**src/rtl/l1_tlb_array.sv**
```systemverilog
`default_nettype none
// ============================================================================
// Module   : l1_tlb_array
// Brief    : Fully-associative L1 TLB. Registered lookup over {asid, vpn}
//            tags, refill from the page-table walker on a miss, round-robin
//            replacement when full, ASID-selective and global flush.
// Options  : define TLB_PERF_CNT_EN to add perf_hit_cnt / perf_miss_cnt.
// Revision : 1.0 - initial release
// ============================================================================
module l1_tlb_array #(
    parameter int ENTRIES = 8,
    parameter int ASID_W  = 7,
    parameter int VPN_W   = 27,
    parameter int PPN_W   = 20
) (
    input  logic              clk,
    input  logic              reset_n,
    input  logic              vm_enabled,
    input  logic [ASID_W-1:0] asid,
    input  logic              req_valid,
    output logic              req_ready,
    input  logic [VPN_W-1:0]  req_vpn,
    input  logic              req_store,
    input  logic              req_bad_va,
    output logic              resp_valid,
    output logic              resp_hit,
    output logic              resp_miss,
    output logic              resp_fault,
    output logic [PPN_W-1:0]  resp_ppn,
    output logic              ptw_req_valid,
    input  logic              ptw_req_ready,
    output logic [VPN_W-1:0]  ptw_req_vpn,
    input  logic              ptw_resp_valid,
    input  logic [PPN_W-1:0]  ptw_resp_ppn,
    input  logic              ptw_resp_dirty,
    input  logic              flush_valid,
    input  logic              flush_asid_only
`ifdef TLB_PERF_CNT_EN
    ,
    output logic [31:0]       perf_hit_cnt,
    output logic [31:0]       perf_miss_cnt
`endif
);

    localparam int TAG_W = ASID_W + VPN_W;
    localparam int IDX_W = $clog2(ENTRIES);

    typedef enum logic [1:0] {
        IDLE     = 2'd0,
        PTW_REQ  = 2'd1,
        PTW_WAIT = 2'd2
    } state_t;

    state_t              r_state;
    logic [ENTRIES-1:0]  r_valid;
    logic [ENTRIES-1:0]  r_dirty;
    logic [TAG_W-1:0]    r_tag [ENTRIES];
    logic [PPN_W-1:0]    r_ppn [ENTRIES];
    logic [IDX_W-1:0]    r_rptr;
    logic [VPN_W-1:0]    r_vpn;
    logic [ASID_W-1:0]   r_asid;
    logic                r_flushed;   // a flush hit the walk in flight
    logic                r_resp_valid;
    logic                r_resp_hit;
    logic                r_resp_miss;
    logic                r_resp_fault;
    logic [PPN_W-1:0]    r_resp_ppn;

    logic [TAG_W-1:0]    w_req_tag;
    logic [TAG_W-1:0]    w_fill_tag;
    logic                w_hit;
    logic [IDX_W-1:0]    w_hit_idx;
    logic                w_dup;
    logic [IDX_W-1:0]    w_dup_idx;
    logic                w_free;
    logic [IDX_W-1:0]    w_free_idx;
    logic [IDX_W-1:0]    w_fill_idx;
    logic                w_fill;
    logic [ENTRIES-1:0]  w_fill_onehot;
    logic [ENTRIES-1:0]  w_flush_mask;
    logic                w_accept;
    logic [PPN_W-1:0]    w_pass_ppn;

    assign w_req_tag     = {asid, req_vpn};
    assign w_fill_tag    = {r_asid, r_vpn};
    assign req_ready     = (r_state == IDLE) && !flush_valid;
    assign w_accept      = req_valid && req_ready;
    assign ptw_req_valid = (r_state == PTW_REQ);
    assign ptw_req_vpn   = r_vpn;
    assign resp_valid    = r_resp_valid;
    assign resp_hit      = r_resp_hit;
    assign resp_miss     = r_resp_miss;
    assign resp_fault    = r_resp_fault;
    assign resp_ppn      = r_resp_ppn;

    // Untranslated mode maps VPN straight to PPN, truncated or zero-extended
    if (VPN_W >= PPN_W) begin : g_pass_trunc
        assign w_pass_ppn = req_vpn[PPN_W-1:0];
    end else begin : g_pass_zext
        assign w_pass_ppn = {{(PPN_W-VPN_W){1'b0}}, req_vpn};
    end

    // Lookup match; descending scan so the lowest matching index wins
    always_comb begin
        w_hit     = 1'b0;
        w_hit_idx = '0;
        for (int i = ENTRIES - 1; i >= 0; i--) begin
            if (r_valid[i] && (r_tag[i] == w_req_tag) && (!req_store || r_dirty[i])) begin
                w_hit     = 1'b1;
                w_hit_idx = IDX_W'(i);
            end
        end
    end

    // Refill victim: same-tag entry, else lowest free entry, else pointer
    always_comb begin
        w_dup      = 1'b0;
        w_dup_idx  = '0;
        w_free     = 1'b0;
        w_free_idx = '0;
        for (int i = ENTRIES - 1; i >= 0; i--) begin
            if (r_valid[i] && (r_tag[i] == w_fill_tag)) begin
                w_dup     = 1'b1;
                w_dup_idx = IDX_W'(i);
            end
            if (!r_valid[i]) begin
                w_free     = 1'b1;
                w_free_idx = IDX_W'(i);
            end
        end
        w_fill_idx = w_dup ? w_dup_idx : (w_free ? w_free_idx : r_rptr);
    end

    // Entries selected by the current flush request
    always_comb begin
        w_flush_mask = '0;
        for (int i = 0; i < ENTRIES; i++) begin
            w_flush_mask[i] = flush_valid &&
                              (!flush_asid_only || (r_tag[i][TAG_W-1 -: ASID_W] == asid));
        end
    end

    // A flush seen during or coincident with the walk suppresses the write
    assign w_fill        = (r_state == PTW_WAIT) && ptw_resp_valid && !r_flushed && !flush_valid;
    assign w_fill_onehot = w_fill ? ({{(ENTRIES-1){1'b0}}, 1'b1} << w_fill_idx) : '0;

    // Request FSM, latched miss context and registered response
    always_ff @(posedge clk or negedge reset_n) begin
        if (!reset_n) begin
            r_state      <= IDLE;
            r_vpn        <= '0;
            r_asid       <= '0;
            r_flushed    <= 1'b0;
            r_resp_valid <= 1'b0;
            r_resp_hit   <= 1'b0;
            r_resp_miss  <= 1'b0;
            r_resp_fault <= 1'b0;
            r_resp_ppn   <= '0;
        end else begin
            r_resp_valid <= 1'b0;
            r_resp_hit   <= 1'b0;
            r_resp_miss  <= 1'b0;
            r_resp_fault <= 1'b0;
            if (flush_valid && (r_state != IDLE)) begin
                r_flushed <= 1'b1;
            end
            case (r_state)
                IDLE: begin
                    if (w_accept) begin
                        r_flushed <= 1'b0;
                        if (!vm_enabled) begin
                            r_resp_valid <= 1'b1;
                            r_resp_hit   <= 1'b1;
                            r_resp_ppn   <= w_pass_ppn;
                        end else if (req_bad_va) begin
                            r_resp_valid <= 1'b1;
                            r_resp_fault <= 1'b1;
                            r_resp_ppn   <= '0;
                        end else if (w_hit) begin
                            r_resp_valid <= 1'b1;
                            r_resp_hit   <= 1'b1;
                            r_resp_ppn   <= r_ppn[w_hit_idx];
                        end else begin
                            r_vpn   <= req_vpn;
                            r_asid  <= asid;
                            r_state <= PTW_REQ;
                        end
                    end
                end
                PTW_REQ: begin
                    if (ptw_req_ready) begin
                        r_state <= PTW_WAIT;
                    end
                end
                PTW_WAIT: begin
                    if (ptw_resp_valid) begin
                        r_resp_valid <= 1'b1;
                        r_resp_hit   <= 1'b1;
                        r_resp_miss  <= 1'b1;
                        r_resp_ppn   <= ptw_resp_ppn;
                        r_state      <= IDLE;
                    end
                end
                default: r_state <= IDLE;
            endcase
        end
    end

    // Entry storage: refill write, flush invalidation, replacement pointer
    always_ff @(posedge clk or negedge reset_n) begin
        if (!reset_n) begin
            r_valid <= '0;
            r_dirty <= '0;
            r_rptr  <= '0;
            for (int i = 0; i < ENTRIES; i++) begin
                r_tag[i] <= '0;
                r_ppn[i] <= '0;
            end
        end else begin
            if (w_fill) begin
                r_tag[w_fill_idx]   <= w_fill_tag;
                r_ppn[w_fill_idx]   <= ptw_resp_ppn;
                r_dirty[w_fill_idx] <= ptw_resp_dirty;
                if (!w_dup && !w_free) begin
                    r_rptr <= r_rptr + IDX_W'(1);
                end
            end
            r_valid <= (r_valid & ~w_flush_mask) | w_fill_onehot;
        end
    end

`ifdef TLB_PERF_CNT_EN
    logic [31:0] r_perf_hit;
    logic [31:0] r_perf_miss;

    assign perf_hit_cnt  = r_perf_hit;
    assign perf_miss_cnt = r_perf_miss;

    // Count direct hits and PTW request handshakes, wrapping at 2^32
    always_ff @(posedge clk or negedge reset_n) begin
        if (!reset_n) begin
            r_perf_hit  <= '0;
            r_perf_miss <= '0;
        end else begin
            if (r_resp_valid && r_resp_hit && !r_resp_miss) begin
                r_perf_hit <= r_perf_hit + 32'd1;
            end
            if (ptw_req_valid && ptw_req_ready) begin
                r_perf_miss <= r_perf_miss + 32'd1;
            end
        end
    end
`endif

endmodule
`default_nettype wire

```
**config.mk**
```make
export PLATFORM = sky130hd
export DESIGN_NAME = l1_tlb_array
export DESIGN_NICKNAME = d
export VERILOG_FILES = /design/src/rtl/l1_tlb_array.sv
export SDC_FILE = /design/constraint.sdc
export NUM_CORES = 1
export LEC_CHECK = 0
export CAP_MARGIN = 20
export CORE_UTILIZATION = 56
export DETAILED_ROUTE_END_ITERATION = 10
export PLACE_DENSITY = 0.78
export SYNTH_ARGS = -nofsm -noshare
export SYNTH_HDL_FRONTEND = slang
export SYNTH_SLANG_ARGS = --single-unit
```
**constraint.sdc**
```tcl
create_clock -name clk -period 2.77 [get_ports clk]
set_input_delay 0.277 -clock clk [delete_from_list [all_inputs] [get_ports clk]]
set_output_delay 0.277 -clock clk [all_outputs]
set_load 0.01 [all_outputs]
```
==> results.md, run 1 <==
| Group | Parameter | This run |
| --- | --- | --- |
| timing | Setup slack of the critical path after layout | -1.10 ns |
| synth | Count of flip-flops with a built-in enable after synthesis | 0 |
| drt | First-pass detailed-route iteration total | 6 |
| drt | Via count of the routed design | 24,700 |
| die | Area enclosed by the die boundary | 51,300 sq um |
| synth | Largest family of logic cells by synthesized area | multiplexers |
| place | Placed Cells incl. Taps | 3,654 |
| synth | Most frequently used cell type in the post-synthesis netlist | dfrtp_1 |
| synth | Compound-gate portion of the synthesized area | 3.19% |
| timing | Final setup violation count | 508 |
| timing | Worst hold margin | 0.231 ns |
| synth | Proportion of synthesized area in mux cells | 21.4% |
| timing | Count of final hold-check violations | 0 |
| place | Minimum setup slack after placement | -1.32 ns |
| clock tree | Worst skew pair latency | 0.63 ns |
| global routing | Vias in the first global route | 24,200 |
| global routing | Total Routing Usage GR | 47.1% |
| die | Standard cell core area | 49,400 sq um |
| synth | Post-synthesis xor/xnor area fraction | 17.0% |
| global routing | Overall overflow remaining after global route | 0 |
| layout | Fillers | 2,779 |
| timing | RSZ-0062 raised after global routing | true |
| timing | Fmax | 259 MHz |
| setup path | Arrival time of data at the critical path endpoint | 4.36 ns |
| clock tree | Clock-pin slew reported for the worst setup and hold paths after clock tree synthesis | 0.06 ns |
| layout | Share of post-route cells with drive strength above 1 | 45.3% |
| synth | Area share of the largest cell type after synthesis | 45.4% |
| global routing | Wire length of the first global-routing pass | 170,000 um |
| clock tree | Number of clock sinks | 512 |
| layout | Non-filler cells, final | 3,821 |
| setup path | Req. time, crit path | 3.27 ns |
| drt | Drt total wl | 126,000 um |
| timing | Transition time at the pin with the least slew margin | 0.872 ns |
| synth | Per-instance average area after synthesis | 11.8 sq um |
| synth | Synth async-reset ratio | 100% |
| die | Std-Cell Rows | 81 |
| clock tree | CTS buffer count | 56 |
| synth | Synth Area in Adders | 0.0444% |
| layout | Area growth from synthesis to layout | 41.0% |
| synth | Warning count from the yosys run | 0 |
| place | Routability cong. | 1.08 |
| clock tree | TritonCTS clock tree | built |
| drt | Routed via count divided by cell count | 6.46 |
| setup path | Critical Path Sink Type | flip-flop |
| synth | Post-Synth Simple-Gate Area | 8.69% |
| drt | DRC viols | 0 |
| synth | Most frequent cells after synthesis | dfrtp_1 (512), mux2_2 (430), xnor2_1 (407) |
| synth | Netlist cell types | 55 |
| drt | Remaining antenna violation count after routing | 0 |
| timing | Final period utilization | 140% |
| timing | Max_slew headroom | 41.4% |
| setup path | Startpoint type of the worst setup path | flip-flop |
| timing | Post-layout minimum cycle time | 3.87 ns |
| synth | Most frequently used flop master after synthesis | dfrtp_1 |
| timing | Setup TNS | -446.11 ns |
| global routing | Number of antenna violations at the first check in global routing | 2 |
| synth | Cell type contributing the most total cell area after synthesis | dfrtp_1 |
| synth | Area of the mapped netlist | 28,200 sq um |
| die | Height of the die | 226 um |
| layout | Final standard cell utilization of the core | 80.6% |
| layout | Final net count | 3,177 |
| min path | Kind of path behind the tightest hold check | input pin to asynchronous set/reset pin |
| power | Power per cell area | 619 nW/um^2 |
| drt | Iter 0 DRT Violations | 3,347 |
| place | Final HPWL from detailed placement | 86,000 um |
| die | Top-level I/O count | 118 |
| synth | Gate count after technology mapping | 2,388 |
| outcome | Violations in the final reports | setup timing |
| die | Floorplan die width | 226 um |
| global routing | Maximum number of pins on one net before global-route repair | 87 |
| power | Maximum VDD drop | 0.000592 V |
| die | Starting density of the core | 57.1% |
| synth | Synthesized net count | 2,454 |
| outcome | Outcome | complete, but fails checks |
| timing | Pins Over Slew Limit | 0 |
| clock tree | Depth of the CTS H-tree | 2 |
| place | I/O Buffers | 117 |
| synth | Yosys reg bits | 512 |
| flow run | Reported max-cap violation count | 0 |
| clock tree | Clock root cell | clkbuf_16 |
| clock tree | Number of buffers between clock root and the deepest sink | 3 |
| setup path | Type of the worst setup path | flip-flop to flip-flop |
| drt | Wire length per cell | 32.9 um |
| timing | Maximum clock skew at final layout | 0.0312 ns |
| power | Leakage power total | 18.9 nW |
| synth | Cell types occupying the most area after synthesis | dfrtp_1 (45%), mux2_2 (17%), xnor2_1 (13%) |
| setup path | Maximum fanout encountered on the critical timing path | 7 |
| synth | Sequential cell area fraction in the yosys report | 45.4% |
## power by group
part	switching (W)	internal (W)	total, W
registers	0.000677	0.00806	0.00874
logic	0.00422	0.00397	0.00818
clock network	0.00330	0.00442	0.00772
total	0.00819	0.0164	0.0246
## metal layers
metal	GRT usage (%)	part of all wire, %	up-vias	wire length, um
li1	-	-	9773	-
met1	64.8	38	12500	48300
met2	70.7	43	1941	53800
met3	10.6	12	517	15300
met4	21.7	6.5	2	8150
met5	0	0.0096	-	12
## cell usage in the layout, fill, tap and decap left out, types with 11 or more instances in the layout
cell type / n
nor4_1: 35
nand4_1: 138
buf_6: 31
clkbuf_16: 71
a31oi_1: 20
mux2i_1: 59
xnor2_1: 378
buf_12: 96
nor3b_1: 20
clkinv_2: 13
nand3_1: 13
xor2_1: 139
nand2_1: 65
dfrtp_2: 13
mux2_2: 283
nor2_1: 61
a221o_1: 20
o21ai_0: 26
dfrtp_1: 499
clkdlybuf4s50_1: 116
a21oi_1: 42
buf_4: 597
buf_16: 11
xnor2_2: 24
mux2_4: 192
clkbuf_8: 20
or2_1: 11
nor3_1: 19
## cell type report
class                   count  area, sq um  area share, %
inverters                   8         30.0         0.0755
well taps                 664          831           2.09
flip-flops and latches    512        12800           32.3
clock buffers              81         1700           4.26
diodes                      2         5.00         0.0126
repair buffers            878         8760           22.0
multi-input cells        1655        15400           38.8
clock inverters            21          184          0.462
## critical path: stages (launching register included)
cell and delay (ns):
dfrtp_2 0.49, xnor2_2 0.25, nand4_1 0.32, nor4_4 0.40, buf_4 0.18, nand3_4 0.07, a21boi_2 0.19, o21ai_2 0.16
a21bo_1 0.18, a21oi_4 0.09, buf_6 0.12, buf_6 0.11, nor4_4 0.29, buf_6 0.16, buf_12 0.11, buf_12 0.12
buf_16 0.16, mux2_4 0.31
## worst paths after layout
path                                             start                    endpoint  slack [ns]  cells past startpoint
max in group asynchronous                      reset_n  ptw_req_vpn[0]$_DFFE_PN0P_        1.50                      3
setup / recovery           ptw_req_vpn[12]$_DFFE_PN0P_       r_tag[12]$_DFFE_PN0P_       -1.10                     17
hold / removal                                 reset_n       r_tag[76]$_DFFE_PN0P_        0.23                      2
hold reg to reg                  r_rptr[2]$_DFFE_PN0P_       r_rptr[2]$_DFFE_PN0P_        0.50                      1
setup reg to reg           ptw_req_vpn[12]$_DFFE_PN0P_       r_tag[12]$_DFFE_PN0P_       -1.10                     17
min in group clk                         ptw_req_ready      r_state[0]$_DFFE_PN0P_        0.30                      3
## registers in the layout, summed over array words and instances (netlist names)
register	flops
ptw_req_vpn	27
r_asid	7
r_dirty	8
r_flushed	1
r_ppn	160
r_rptr	3
r_state	2
r_tag	272
r_valid	8
resp_fault	1
resp_hit	1
resp_miss	1
resp_ppn	20
resp_valid	1
## cell families after synthesis
| group | count (synthesis) |
|---|---|
| buffers and inverters | 221 |
| flip-flops | 512 |
| adder cells (fa/ha/maj) | 1 |
| AND/OR/NAND/NOR | 436 |
| AO/OA/AOI/OAI | 138 |
| multiplexers | 534 |
| XOR/XNOR | 546 |
## timing repair
item / in CTS / in global routing
cloned: 9 / 18
pin swaps: 33 / 16
setup endpoints to repair: 508 / 508
buffers inserted: 26 / 13
resized for setup: 137 / 187
hold buffers: 1 / 0
hold endpoints to repair: 53 / 0
## per-stage QoR
step	area, sq um	power, W
detailed placement	35500	0.0162
global placement	35500	0.0161
finish	39800	0.0246
floorplan	28300	0.0119
CTS	38500	0.0241
global route	39800	0.0251
(Power assumes the default switching activity.)
==> run 2: changes to the inputs <==
--- a/config.mk
+++ b/config.mk
@@ -5,10 +5,13 @@
 export SDC_FILE = /design/constraint.sdc
 export NUM_CORES = 1
 export LEC_CHECK = 0
+export ABC_CLOCK_PERIOD_IN_PS = 2770
 export CAP_MARGIN = 20
+export CORE_MARGIN = 5
 export CORE_UTILIZATION = 56
 export DETAILED_ROUTE_END_ITERATION = 10
 export PLACE_DENSITY = 0.78
+export SLEW_MARGIN = 15
 export SYNTH_ARGS = -nofsm -noshare
 export SYNTH_HDL_FRONTEND = slang
 export SYNTH_SLANG_ARGS = --single-unit
==> run 2 against run 1 <==
  * The flow still finishes with violations (setup timing)
  * Critical path depth down 4
  * Count of clock-buffer cells in the layout unchanged
  * Combinational power is 7.9% lower
  * Via count down 6.1%
  * Final cell count shrank 2.7%
  * Highest routed layer unchanged
  * First-iteration DRC count fell by 27%
  * Flip-flop and latch count stayed put
  * Sequential power is essentially flat
==> results.md, run 2 (synthesis gave the netlist of run 1 again) <==
| Group | Parameter | This run | Change |
| --- | --- | --- | --- |
| drt | Routed via count divided by cell count | 6.24 | -3.4% |
| clock tree | Worst skew pair latency | 0.63 ns | about the same |
| drt | First-pass detailed-route iteration total | 6 | unchanged |
| global routing | Overall overflow remaining after global route | 0 | unchanged |
| setup path | Critical path buffer and inverter count | 3 | -4 |
| setup path | Largest delay contributor family on the critical path | simple AND/OR/NAND/NOR gates |  |
| setup path | Startpoint type of the worst setup path | flip-flop |  |
| place | Final HPWL from detailed placement | 80,200 um | -6.8% |
| setup path | Worst path cell trace | xnor2_1 -> nand4_1 -> nor4_1 -> buf_4 -> nand3_1 -> nand4_1 -> or2_4 -> nor2_4 -> a21oi_4 -> nor3b_4 -> buf_12 -> buf_12 -> mux2_2 |  |
| setup path | Maximum fanout encountered on the critical timing path | 11 | +4 |
| die | Standard cell core area | 50,000 sq um | +1.2% |
| layout | Final net count | 3,064 | -3.6% |
| min path | Kind of path behind the tightest hold check | input pin to flip-flop |  |
| power | Post-layout total power | 0.0243 W | -1.3% |
| timing | Post-layout minimum cycle time | 3.60 ns | -0.261 ns |
| timing | Fmax | 277 MHz | +7.2% |
| timing | Final period utilization | 130% | -9.4 points |
| drt | Wire length per cell | 30.7 um | -6.6% |
| die | Floorplan die width | 234 um | +3.5% |
| setup path | Peak per-stage delay on the critical path | 0.45 ns | -0.04 ns |
| outcome | Outcome | complete, but fails checks |  |
| timing | Count of final hold-check violations | 0 | unchanged |
| die | Starting density of the core | 56.4% | -0.70 points |
| clock tree | CTS buffer count | 56 | unchanged |
| setup path | Type of the worst setup path | flip-flop to flip-flop |  |
| timing | Setup TNS | -328.55 ns | +117.55 ns |
| drt | Iter 0 DRT Violations | 2,448 | -27% |
| timing | RSZ-0062 raised after global routing | true |  |
| place | I/O Buffers | 117 | unchanged |
| clock tree | Number of clock sinks | 512 | unchanged |
| timing | Maximum clock skew at final layout | 0.0242 ns | -0.00698 ns |
| setup path | Cell type of the slowest stage on the worst timing path | dfrtp_1 |  |
| global routing | Wire length of the first global-routing pass | 161,000 um | -5.5% |
| flow run | Reported max-cap violation count | 0 | unchanged |
| timing | Setup slack of the critical path after layout | -0.834 ns | +0.261 ns |
| place | Placed standard-cell area | 34,700 sq um | -2.1% |
| timing | Pins Over Slew Limit | 0 | unchanged |
| drt | Remaining antenna violation count after routing | 0 | unchanged |
| layout | Most common cell after layout, fill and taps aside | buf_4 |  |
| outcome | Violations in the final reports | setup timing |  |
| die | Height of the die | 234 um | +3.5% |
| layout | Finished Cell Area | 38,600 sq um | -2.9% |
| place | Routability cong. | 1.07 | -1.2% |
| global routing | Maximum number of pins on one net before global-route repair | 79 | -9.2% |
| drt | Drt total wl | 114,000 um | -9.2% |
| layout | Number of flip-flops in the largest register | 272 | unchanged |
| die | Area enclosed by the die boundary | 54,900 sq um | +7.2% |
| power | Maximum VDD drop | 0.000545 V | -7.9% |
| die | Std-Cell Rows | 82 | +1.2% |
| power | Power per cell area | 629 nW/um^2 | +1.6% |
| clock tree | TritonCTS clock tree | built |  |
| clock tree | Clock root cell | clkbuf_16 |  |
| timing | Final setup violation count | 508 | unchanged |
| clock tree | Depth of the CTS H-tree | 2 | unchanged |
| drt | Via count of the routed design | 23,200 | -6.1% |
| setup path | Arrival time of data at the critical path endpoint | 4.11 ns | -0.25 ns |
| layout | Top library cells by usage in the layout, fill and taps aside | buf_4 (509), dfrtp_1 (497), xnor2_1 (376), mux2_2 (323), mux2_4 (148) |  |
| clock tree | Number of buffers between clock root and the deepest sink | 3 | unchanged |
| timing | Max_slew headroom | 36.8% | -4.7 points |
| layout | Antenna diode count | 0 | -2 |
| setup path | Req. time, crit path | 3.27 ns | about the same |
| layout | Share of post-route cells with drive strength above 1 | 43.3% | -2.0 points |
| die | Top-level I/O count | 118 | unchanged |
| timing | Transition time at the pin with the least slew margin | 0.940 ns | +0.0677 ns |
| clock tree | Clock-pin slew reported for the worst setup and hold paths after clock tree synthesis | 0.06 ns | about the same |
| layout | Area growth from synthesis to layout | 37.0% |  |
| global routing | Vias in the first global route | 23,800 | -1.4% |
| setup path | Critical Path Sink Type | flip-flop |  |
| layout | Register with the most flip-flops | r_tag |  |
| drt | DRC viols | 0 | unchanged |
| global routing | Number of antenna violations at the first check in global routing | 2 | unchanged |
| power | Leakage power total | 18.1 nW | -4.4% |
| layout | Fillers | 3,097 | +11% |
| global routing | Total Routing Usage GR | 40.5% | -6.5 points |
[run 2: per-layer routing]
layer	wire length, um	global-route usage (%)	up-vias
met3	10700	8.45	474
met1	42300	51.2	11800
met4	10400	28.5	2
met5	20	0	-
li1	-	-	9542
met2	50500	62.5	1424
[run 2: repair_timing]
action                     4_1_cts  5_1_grt
setup buffers                   32        6
hold endpoints to repair        62        0
setup endpoints to repair      508      508
gates cloned                    12        3
pin swaps                       35        8
gates resized for setup        205       78
hold buffers                     1        0
[run 2: power by group]
group | switching [W] | internal [W]
combinational | 0.00384 | 0.00369
sequential | 0.000671 | 0.00806
clock | 0.00328 | 0.00478
total | 0.00779 | 0.0165
[run 2: layout make-up]
| type | instances | area (sq um) | area share, % |
|---|---|---|---|
| timing repair buffer | 765 | 7660 | 19.8 |
| tap | 672 | 841 | 2.18 |
| clock inverter | 23 | 358 | 0.926 |
| multi-input combinational | 1655 | 15300 | 39.6 |
| clock buffer | 81 | 1610 | 4.16 |
| inverter | 8 | 30.0 | 0.0777 |
| sequential | 512 | 12800 | 33.2 |
[run 2: worst paths after layout]
path                                                  start                          end  depth (start not counted)  slack (ns)
worst min-delay path                         ptw_resp_valid       r_state[1]$_DFFE_PN0P_                          2        0.28
worst min register to register       r_dirty[2]$_DFFE_PN0P_       r_dirty[2]$_DFFE_PN0P_                          1        0.50
min in group asynchronous                           reset_n  ptw_req_vpn[20]$_DFFE_PN0P_                          2        0.29
max in group asynchronous                           reset_n   ptw_req_vpn[5]$_DFFE_PN0P_                          3        1.51
worst max register to register  ptw_req_vpn[10]$_DFFE_PN0P_       r_tag[114]$_DFFE_PN0P_                         13       -0.83
worst max-delay path            ptw_req_vpn[10]$_DFFE_PN0P_       r_tag[114]$_DFFE_PN0P_                         13       -0.83
[run 2: per-stage QoR]
stage | setup WS (ns) | hold WS, ns | util (%) | std cells
4_1_cts | -0.678 | 0.256 | 76.4 | 3708
6_report | -0.834 | 0.281 | 77.3 | 3716
5_1_grt | -0.938 | 0.282 | 77.3 | 3716
3_3_place_gp | -1.46 | 0.363 | 69.5 | 3561
3_5_place_dp | -1.49 | 0.369 | 69.5 | 3561
2_1_floorplan | 0.000154 | -0.0186 | - | 2388
